### config.mk
export PLATFORM = sky130hd
export DESIGN_NAME = tdm_demux4_flat
export DESIGN_NICKNAME = d
export VERILOG_FILES = /design/src/rtl/tdm_demux4_if.sv /design/src/rtl/tdm_demux4.sv /design/src/flat_wrapper.sv
export SDC_FILE = /design/constraint.sdc
export NUM_CORES = 1
export LEC_CHECK = 0
export CORE_MARGIN = 1.5
export CORE_UTILIZATION = 38
export CTS_CLUSTER_DIAMETER = 120
export DETAILED_ROUTE_END_ITERATION = 7
export GPL_ROUTABILITY_DRIVEN = 0
export PLACE_DENSITY = 0.66
export SLEW_MARGIN = 0
export SYNTH_ARGS = -nofsm -noshare
export SYNTH_HDL_FRONTEND = slang
export SYNTH_SLANG_ARGS = --single-unit
export TNS_END_PERCENT = 1
### constraint.sdc
create_clock -name clk -period 2.8 [get_ports clk]
set_input_delay 0.56 -clock clk [delete_from_list [all_inputs] [get_ports clk]]
set_output_delay 0.56 -clock clk [all_outputs]
set_load 0.03 [all_outputs]
### src/rtl/tdm_demux4_if.sv
// Bundle of the serial beat input and the per-channel demultiplexed outputs of tdm_demux4.
// The master side drives the beat stream; the slave side is the demultiplexer.
interface tdm_demux4_if #(
  parameter int WIDTH = 1
);
  logic [WIDTH-1:0] din;
  logic             din_valid;
  logic             frame_sync;
  logic [WIDTH-1:0] y0;
  logic [WIDTH-1:0] y1;
  logic [WIDTH-1:0] y2;
  logic [WIDTH-1:0] y3;
  logic [3:0]       vld;
  logic             s1;
  logic             s0;
  logic             locked;
  logic             frame_done;
  logic             sync_err;

  modport master (
    output din, din_valid, frame_sync,
    input  y0, y1, y2, y3, vld, s1, s0, locked, frame_done, sync_err
  );

  modport slave (
    input  din, din_valid, frame_sync,
    output y0, y1, y2, y3, vld, s1, s0, locked, frame_done, sync_err
  );
endinterface

### src/rtl/tdm_demux4.sv
// Receive side of a 4-slot TDM link: steers each beat to a registered channel output
// and tracks frame alignment with a HUNT/LOCK state machine.
module tdm_demux4 #(
  parameter int WIDTH       = 1,
  parameter int STRICT_SYNC = 1
) (
  input logic          clk,
  input logic          rst,
  tdm_demux4_if.slave  bus
);

  typedef enum logic {HUNT, LOCK} state_t;

  state_t           state;
  logic [1:0]       slot;
  logic [WIDTH-1:0] y_q [4];
  logic [3:0]       vld_q;
  logic             frame_done_q;
  logic             sync_err_q;

  always_ff @(posedge clk) begin
    if (rst) begin
      state        <= HUNT;
      slot         <= 2'b00;
      vld_q        <= 4'b0000;
      frame_done_q <= 1'b0;
      sync_err_q   <= 1'b0;
      // NOTE: the channel registers are held outputs with defined reset values, so they are
      // cleared element by element here rather than left as an unreset storage array.
      for (int k = 0; k < 4; k++) y_q[k] <= '0;
    end else begin
      // NOTE: non-blocking assignments throughout, so every branch below reads the slot and
      // state from before this edge and the pulse defaults can be overridden safely.
      vld_q        <= 4'b0000;
      frame_done_q <= 1'b0;
      sync_err_q   <= 1'b0;
      if (bus.din_valid) begin
        unique case (state)
          HUNT: begin
            if (bus.frame_sync) begin
              y_q[0] <= bus.din;
              vld_q  <= 4'b0001;
              slot   <= 2'b01;
              state  <= LOCK;
            end
          end
          LOCK: begin
            if (bus.frame_sync && slot != 2'b00) begin
              // Early sync: restart the frame at slot 00, keeping channels already written.
              sync_err_q <= 1'b1;
              y_q[0]     <= bus.din;
              vld_q      <= 4'b0001;
              slot       <= 2'b01;
            end else if (!bus.frame_sync && slot == 2'b00 && STRICT_SYNC != 0) begin
              sync_err_q <= 1'b1;
              slot       <= 2'b00;
              state      <= HUNT;
            end else begin
              y_q[slot]    <= bus.din;
              vld_q        <= 4'b0001 << slot;
              frame_done_q <= (slot == 2'b11);
              slot         <= slot + 2'b01;
            end
          end
          default: state <= HUNT;
        endcase
      end
    end
  end

  assign bus.y0         = y_q[0];
  assign bus.y1         = y_q[1];
  assign bus.y2         = y_q[2];
  assign bus.y3         = y_q[3];
  assign bus.vld        = vld_q;
  assign bus.s1         = slot[1];
  assign bus.s0         = slot[0];
  assign bus.locked     = (state == LOCK);
  assign bus.frame_done = frame_done_q;
  assign bus.sync_err   = sync_err_q;

endmodule

### src/flat_wrapper.sv
// flat-port wrapper written by rule: the top's interface ports become plain ports
module tdm_demux4_flat 
#(
  parameter int WIDTH       = 1,
  parameter int STRICT_SYNC = 1
)
  (clk, rst, bus_din, bus_din_valid, bus_frame_sync, bus_y0, bus_y1, bus_y2, bus_y3, bus_vld, bus_s1, bus_s0, bus_locked, bus_frame_done, bus_sync_err);
  tdm_demux4_if #(.WIDTH(WIDTH)) bus_i ();
  input logic clk;
  input logic rst;
  input wire logic [$bits(bus_i.din)-1:0] bus_din;
  input wire logic [$bits(bus_i.din_valid)-1:0] bus_din_valid;
  input wire logic [$bits(bus_i.frame_sync)-1:0] bus_frame_sync;
  output wire logic [$bits(bus_i.y0)-1:0] bus_y0;
  output wire logic [$bits(bus_i.y1)-1:0] bus_y1;
  output wire logic [$bits(bus_i.y2)-1:0] bus_y2;
  output wire logic [$bits(bus_i.y3)-1:0] bus_y3;
  output wire logic [$bits(bus_i.vld)-1:0] bus_vld;
  output wire logic [$bits(bus_i.s1)-1:0] bus_s1;
  output wire logic [$bits(bus_i.s0)-1:0] bus_s0;
  output wire logic [$bits(bus_i.locked)-1:0] bus_locked;
  output wire logic [$bits(bus_i.frame_done)-1:0] bus_frame_done;
  output wire logic [$bits(bus_i.sync_err)-1:0] bus_sync_err;
  assign bus_i.din = bus_din;
  assign bus_i.din_valid = bus_din_valid;
  assign bus_i.frame_sync = bus_frame_sync;
  assign bus_y0 = bus_i.y0;
  assign bus_y1 = bus_i.y1;
  assign bus_y2 = bus_i.y2;
  assign bus_y3 = bus_i.y3;
  assign bus_vld = bus_i.vld;
  assign bus_s1 = bus_i.s1;
  assign bus_s0 = bus_i.s0;
  assign bus_locked = bus_i.locked;
  assign bus_frame_done = bus_i.frame_done;
  assign bus_sync_err = bus_i.sync_err;
  tdm_demux4 #(.WIDTH(WIDTH), .STRICT_SYNC(STRICT_SYNC)) u_core (.clk(clk), .rst(rst), .bus(bus_i));
endmodule
# Word-level counts from Yosys, hierarchy flattened
# Memories as Yosys holds them, arrays and structs flattened.
# Cells that the tools add are included.
[classes]
n_addsub = 1
n_eq_ne = 2
n_shift = 1
mux = 35
bitwise = 4
n_reduce_logical = 10
[ops]
columns = ["cell", "count"]
rows = [
  ["1-bit 2-to-1 mux", 26],
  ["2-bit 2-to-1 mux", 4],
  ["4-bit 2-to-1 mux", 2],
  ["4-bit case mux with 2 select lines", 1],
  ["5-bit OR reduction", 1],
  ["2-bit case mux with 2 select lines", 1],
  ["1-bit by 2-bit << shifter with 4-bit output (first input constant)", 1],
  ["3-bit OR reduction", 1],
  ["2-bit by 1-bit adder with 2-bit output (second input constant)", 1],
  ["2-bit equality test (second input constant)", 1],
  ["1-bit logical AND", 2],
  ["2-bit zero test", 1],
  ["2-bit inequality test (second input constant)", 1],
  ["1-bit NOT", 2],
  ["1-bit OR", 2],
  ["1-bit case mux with 2 select lines", 1],
  ["2-bit AND reduction", 1],
  ["2-bit nonzero test", 1],
  ["2-bit OR reduction", 1],
  ["1-bit zero test", 1],
  ["1-bit OR reduction", 1],
]
[totals]
register_bits = 9
ramBits = 4
in_bits = 5
elab_cells = 59
n_memories = 1
[mem_list]
columns = ["name", "depth", "width", "rd", "rd_ports_with_merged_regs", "write_ports", "line_no", "rtl"]
rows = [
  ["u_core.y_q", 4, 1, 4, 0, 4, "tdm_demux4.sv:16", "logic [WIDTH-1:0] y_q [4];"],
]

# Depth between registers and ports, before layout
# Gate-level depths: netlist (run 1).
[depth]
depth_word = 10
depth_mapped = 8
mapped_depth_nobuf = 7

# Least setup slack after synthesis (run 1)
# No wires, ideal clock.
[synth_timing]
path_type = "flip-flop to flip-flop"
startpoint = "reg u_core.slot[0]"
endpoint = "mem u_core.y_q[3] (enable)"
arrival_time_ns = 1.902
required_time_ns = 2.496
setup_slack_ns = 0.594
path_stages_with_launch = 8
path_buffers = 1
path_cell_list = "dfxtp_1 -> clkbuf_1 -> inv_1 -> ha_1 -> ha_1 -> and4b_1 -> nand2_1 -> a21oi_1"
[synth_rtl]
columns = ["item", "line_no", "rtl"]
rows = [
  ["from (decl)", "tdm_demux4.sv:15", "logic [1:0] slot;"],
  ["from (signal assigned)", "tdm_demux4.sv:62", "slot <= slot + 2'b01;"],
  ["to (decl)", "tdm_demux4.sv:16", ""],
]

==> results of run 1 <==
[cell type report]
cell class / count / area share
sequential: 12 / 0.332
timing repair buffer: 18 / 0.210
clock buffer: 4 / 0.0430
tap: 16 / 0.0237
inverter: 5 / 0.0222
multi-input combinational: 40 / 0.369
[cells by family after synthesis]
| logic type | count (synthesis) | share of synthesized area |
|---|---|---|
| and+or+nand+nor | 19 | 0.194 |
| AOI/OAI and AO/OA | 13 | 0.148 |
| DFF | 12 | 0.447 |
| buffers and inverters | 8 | 0.0559 |
| adders and majority gates | 7 | 0.140 |
| muxes | 1 | 0.0160 |
[final timing paths]
path                                        start                  end  slack [ns]  depth (start not counted)
worst max-delay path               bus_frame_sync        u_core.y_q[3]        0.68                          6
worst min-delay path            u_core.bus.locked  u_core.bus.sync_err        0.58                          2
worst max register to register     u_core.slot[1]        u_core.y_q[3]        0.73                          6
worst min register to register  u_core.bus.locked  u_core.bus.sync_err        0.58                          2
[metal layers]
layer / GRT usage / up-vias / wire (um)
met5: 0 / - / 0
met4: 0.0545 / 0 / 12
met3: 0.0167 / 2 / 34
met2: 0.191 / 10 / 482
met1: 0.171 / 214 / 513
li1: - / 245 / -
[report_power, final]
group / total (uW) / switching [uW] / internal (uW)
Clock: 134 / 55.0 / 78.8
Sequential: 190 / 4.13 / 186
Combinational: 69.3 / 38.1 / 31.2
[layout by cell type (no fill, tap or decap)]
master | Yosys | routed
a21o_1 | 1 | 1
a21oi_1 | 3 | 3
a21oi_2 | 1 | 1
a311oi_1 | 1 | 1
and2_1 | 4 | 4
and4b_1 | 1 | 1
buf_4 | 1 | 1
clkbuf_4 | 0 | 3
clkbuf_8 | 0 | 1
clkdlybuf4s50_1 | 0 | 17
dfxtp_1 | 8 | 8
edfxtp_1 | 4 | 4
ha_1 | 7 | 7
inv_1 | 5 | 5
mux2i_1 | 1 | 1
nand2_1 | 2 | 2
nand2_2 | 1 | 1
nand2b_1 | 2 | 2
nor2_1 | 1 | 1
nor2b_1 | 2 | 2
nor3_1 | 2 | 2
nor3b_1 | 1 | 1
nor4_1 | 1 | 1
o2111ai_1 | 1 | 1
o211a_1 | 1 | 1
o21a_1 | 1 | 1
o21ai_1 | 1 | 1
o21bai_1 | 2 | 2
o22ai_1 | 1 | 1
or2_2 | 1 | 1
or4b_4 | 1 | 1
[worst max-delay path, delay by kind of cell]
| family | cells | cell delay, ns |
|---|---|---|
| buffers and inverters | 2 | 0.65 |
| AO/OA/AOI/OAI | 1 | 0.18 |
| adder cells (fa/ha/maj) | 1 | 0.34 |
| AND/OR/NAND/NOR | 2 | 0.36 |
[flip-flops by register name, indices dropped and copies added (netlist names)]
register	cells
u_core.bus.vld	3
u_core.slot	2
u_core.bus.frame_done	1
u_core.bus.locked	1
u_core.bus.sync_err	1
u_core.y_q	4
[stage by stage]
stage               area [sq um]  power, uW
finish                       845        393
global route                 845        415
CTS                          845        397
detailed placement           808        264
global placement             808        264
floorplan                    627        237
==> results.tsv, run 1 <==
stage	metric	value	unit
cells_and_area	share of layout cells above drive strength 1	0.114	
synthesis	Commonest cells post-synth	8 x dfxtp_1, 7 x ha_1, 5 x inv_1	
clock_network	post-CTS sizing	0	
critical_path	slowest CP cell	clkdlybuf4s50_1	
timing	RSZ-0062 raised after global routing	false	
routing	routed vias/inst	4.96	
routing	WL/cell	11.0	um
synthesis	Top FF cell, synth	dfxtp_1	
timing	Setup TNS	0	ns
global_routing	initial antenna violation count	0	
global_routing	number of global-route vias before repair	429	
synthesis	Async S/R FF share, synth	0	
critical_path	Critical Path RT	2.77	ns
synthesis	Mean Syn Cell Area	10.4	sq um
die	row cnt	14	
critical_path	crit-path max FO	6	
synthesis	sequential area share after synthesis	0.447	
global_routing	All-Layer GR Usage	0.124	
clock_network	Clk Latency, worst-skew pair	0.26	ns
timing	Tightest Pin Transition	0.450	ns
timing	Max Clk Rate	473	MHz
cells_and_area	# diodes	0	
clock_network	TritonCTS clock tree	done	
placement	hpwl dp	823	um
die	CORE AREA	0.00152	sq mm
critical_path	crit-path cells	clkdlybuf4s50_1 > inv_1 > ha_1 > and4b_1 > nand2_1 > a21oi_1	
power_and_ir_drop	LEAKAGE	0.000347	uW
timing	Pins Over Slew Limit	0	
critical_path	Crit Path Category	input port to flop	
clock_network	Clock Tree Buf Depth	2	
power_and_ir_drop	PwrDens	466	mW/mm^2
clock_network	clock slew at reported path FFs	0.08	ns
clock_network	CTS Buf Count	3	
cells_and_area	synthesis-to-layout area growth	34.7	%
timing	Fin. Hold Viols	0	
critical_path	Worst path max stage delay	0.56	ns
placement	placed insts	91	
critical_path	Crit. End Element	flop	
routing	first-pass iteration count of the detailed router	2	
timing	period utilization	0.755	
cells_and_area	final core occ	0.554	
flow_run	max-cap viol count	0	
clock_network	CTS Root Cell	clkbuf_4	
routing	Vias	471	
die	Die Ht	43.6	um
synthesis	top cell type's share of synthesized area	0.255	
placement	IO Port Bufs	17	
placement	pre-CTS setup slack	0.408	ns
die	IO Pins	18	
synthesis	cell taking the most area after synthesis	dfxtp_1	
global_routing	first-pass GRT wire length	1.81	mm
synthesis	EDFF count, synth	4	
synthesis	Post-Syn Area	627	sq um
synthesis	synthesized flop and latch total	12	
routing	Total Wirelength	1.04	mm
synthesis	count leader, synth	dfxtp_1	
cells_and_area	multi-input logic area	312	sq um
synthesis	yosys warns	0	
die	initial core utilization	0.411	
timing	clock skew	0.00402	ns
cells_and_area	Filler cells	148	
routing	DRT antenna net count	0	
synthesis	Post-Syn Instances	60	
routing	DRC viols	0	
clock_network	total clock sinks	12	
critical_path	worst path arrival time	2.08	ns
cells_and_area	Cell Count, Final, Fillers Out	95	
power_and_ir_drop	worst vdd ir	0.212	mV
synthesis	Post-Syn Nets	72	
die	Die X-Extent	43.6	um
routing	Initial DRC Count	3	
synthesis	Netlist cell types	30	
global_routing	largest net degree at the start of global routing	12	
cells_and_area	Final nets	92	
critical_path	CP startpoint kind	input port	
status	run status	complete, no violations	
timing	final hold slack	0.580	ns
timing	Max-Slew Margin vs Limit	0.698	
synthesis	synth top area cells	dfxtp_1 26%, edfxtp_1 19%, ha_1 14%	
hold_path	Min-Delay Path Class	flop to flop	
timing	fin crit period	2.12	ns
cells_and_area	Sequential Area	280	sq um
clock_network	Post-CTS Setup Inserts	0	
clock_network	H-Tree Depth	1	
timing	post-route setup slack	0.685	ns
timing	final setup vio count	0	
clock_network	hold buffers post-CTS	0	
die	die area	0.00190	sq mm
global_routing	total gr overflow	0	
(Power assumes the default switching activity.)
==> run 2, diff against run 1 <==
Clock period 2.8 ns to 2.1 ns, I/O delays scaled along.
==> run 2 against run 1 <==
  * Critical path depth down 5
  * Die area did not move
  * Power is 34% higher
  * Via count grew 7.2%
  * Cell count grew 4.2%
  * Global-route usage up 1.2 points
==> results.tsv, run 2 (synthesis gave the netlist of run 1 again) <==
stage	metric	value	unit
critical_path	reg2reg path depth	6	
clock_network	clock slew at reported path FFs	0.07	ns
clock_network	TritonCTS clock tree	done	
power_and_ir_drop	Logic pwr share	0.186	
timing	Pins Over Slew Limit	0	
critical_path	Crit. End Element	output pin	
power_and_ir_drop	worst vdd ir	0.266	mV
critical_path	CP delay by family, top	buffers and inverters	
clock_network	hold buffers post-CTS	0	
global_routing	first-pass GRT wire length	1.89	mm
power_and_ir_drop	internal power	399	uW
critical_path	WP depth	1	
clock_network	Clk Latency, worst-skew pair	0.26	ns
cells_and_area	number of flip-flops under the largest register name	4	
cells_and_area	multi-input logic area	312	sq um
timing	clock skew	0.00244	ns
timing	RSZ-0062 raised after global routing	false	
hold_path	Min-Delay Path Class	flop to flop	
timing	Tightest Pin Transition	0.436	ns
placement	IO Port Bufs	17	
routing	routed vias/inst	5.10	
die	CORE AREA	0.00152	sq mm
status	run status	complete, no violations	
critical_path	slowest CP cell	clkdlybuf4s50_1	
critical_path	crit-path max FO	8	
timing	fin crit period	1.90	ns
power_and_ir_drop	PwrDens	602	mW/mm^2
cells_and_area	synthesis-to-layout area growth	39.7	%
routing	DRC viols	0	
die	IO Pins	18	
global_routing	total gr overflow	0	
placement	hpwl dp	890	um
routing	Total Wirelength	1.13	mm
timing	Max Clk Rate	526	MHz
clock_network	CTS Root Cell	clkbuf_4	
placement	placed insts	95	
timing	Fin. Hold Viols	0	
critical_path	Critical Path RT	1.68	ns
flow_run	max-cap viol count	0	
cells_and_area	most common cell after layout, fill and taps aside	clkdlybuf4s50_1	
power_and_ir_drop	switching power	129	uW
die	Die X-Extent	43.6	um
clock_network	Post-CTS Setup Inserts	0	
critical_path	Crit Path Category	flop to output pin	
critical_path	CP startpoint kind	flop	
cells_and_area	share of layout cells above drive strength 1	0.169	
timing	Max-Slew Margin vs Limit	0.707	
die	row cnt	14	
die	die area	0.00190	sq mm
cells_and_area	# diodes	0	
timing	period utilization	0.906	
power_and_ir_drop	clock share of power	0.333	
critical_path	CP bufs+invs	1	
global_routing	initial antenna violation count	0	
cells_and_area	Sequential Area	282	sq um
cells_and_area	most frequent cells in the layout	17 x clkdlybuf4s50_1, 7 x ha_1, 7 x dfxtp_1	
routing	DRT antenna net count	0	
clock_network	CTS Buf Count	3	
die	initial core utilization	0.411	
hold_path	Hold Path Stages	2	
clock_network	Clock Tree Buf Depth	2	
cells_and_area	Cell Count, Final, Fillers Out	99	
routing	WL/cell	11.4	um
placement	placed cell areas	840	sq um
critical_path	Worst path max stage delay	0.73	ns
global_routing	All-Layer GR Usage	0.136	
cells_and_area	Filler cells	149	
cells_and_area	Largest Register	u_core.y_q	
timing	final setup vio count	0	
clock_network	H-Tree Depth	1	
die	Die Ht	43.6	um
cells_and_area	Final nets	96	
power_and_ir_drop	sequential share of power	0.481	
cells_and_area	Design Area, Final	876	sq um
clock_network	total clock sinks	12	
clock_network	post-CTS sizing	0	
power_and_ir_drop	LEAKAGE	0.000367	uW
routing	Initial DRC Count	1	
critical_path	worst path arrival time	1.48	ns
power_and_ir_drop	switching share of total power	0.244	
critical_path	crit-path cells	clkdlybuf4s50_1	
global_routing	largest net degree at the start of global routing	10	
routing	Vias	505	
routing	first-pass iteration count of the detailed router	2	
global_routing	number of global-route vias before repair	450	
run 2: final timing paths:
path                                         from                   to  slack (ns)
worst min register to register  u_core.bus.locked  u_core.bus.sync_err        0.61
worst max-delay path            u_core.bus.locked           bus_locked        0.20
worst max register to register     u_core.slot[1]        u_core.y_q[3]        0.29
worst min-delay path            u_core.bus.locked  u_core.bus.sync_err        0.61
run 2: area by class of cell:
cell class / count / area share
tap: 16 / 0.0229
sequential: 12 / 0.321
multi-input combinational: 40 / 0.356
timing repair buffer: 22 / 0.237
clock buffer: 4 / 0.0414
inverter: 5 / 0.0214
run 2: layer usage:
metal / share of wire / global-route usage / vias up
met5: 0 / 0 / -
met3: 0.033 / 0.0292 / 2
met1: 0.46 / 0.174 / 237
li1: - / - / 256
met2: 0.49 / 0.212 / 10
met4: 0.011 / 0.0727 / 0
run 2: power groups by stage:
| stage | Combinational, uW | Clock (uW) | Sequential (uW) |
|---|---|---|---|
| 2_1_floorplan | 39.2 | 0 | 277 |
| 3_5_place_dp | 98.4 | 0 | 259 |
| 6_report | 98.1 | 176 | 254 |
| 5_1_grt | 107 | 197 | 254 |
| 4_1_cts | 98.9 | 182 | 253 |
| 3_3_place_gp | 97.3 | 0 | 259 |
run 2: worst min-delay path: stages, from the launching register on:
cell and delay [ns]:
dfxtp_1 0.39, nand2_2 0.12, nor3_1 0.05
run 2: per-stage QoR:
stage	total power (uW)	hold WS [ns]	setup WS [ns]	setup TNS, ns	util
floorplan	316	0.535	0.00950	0	-
global placement	356	0.583	0.0240	0	0.551
detailed placement	357	0.589	-0.0298	-0.0424	0.551
CTS	534	0.602	0.203	0	0.575
global route	558	0.632	0.122	0	0.575
finish	527	0.609	0.198	0	0.575
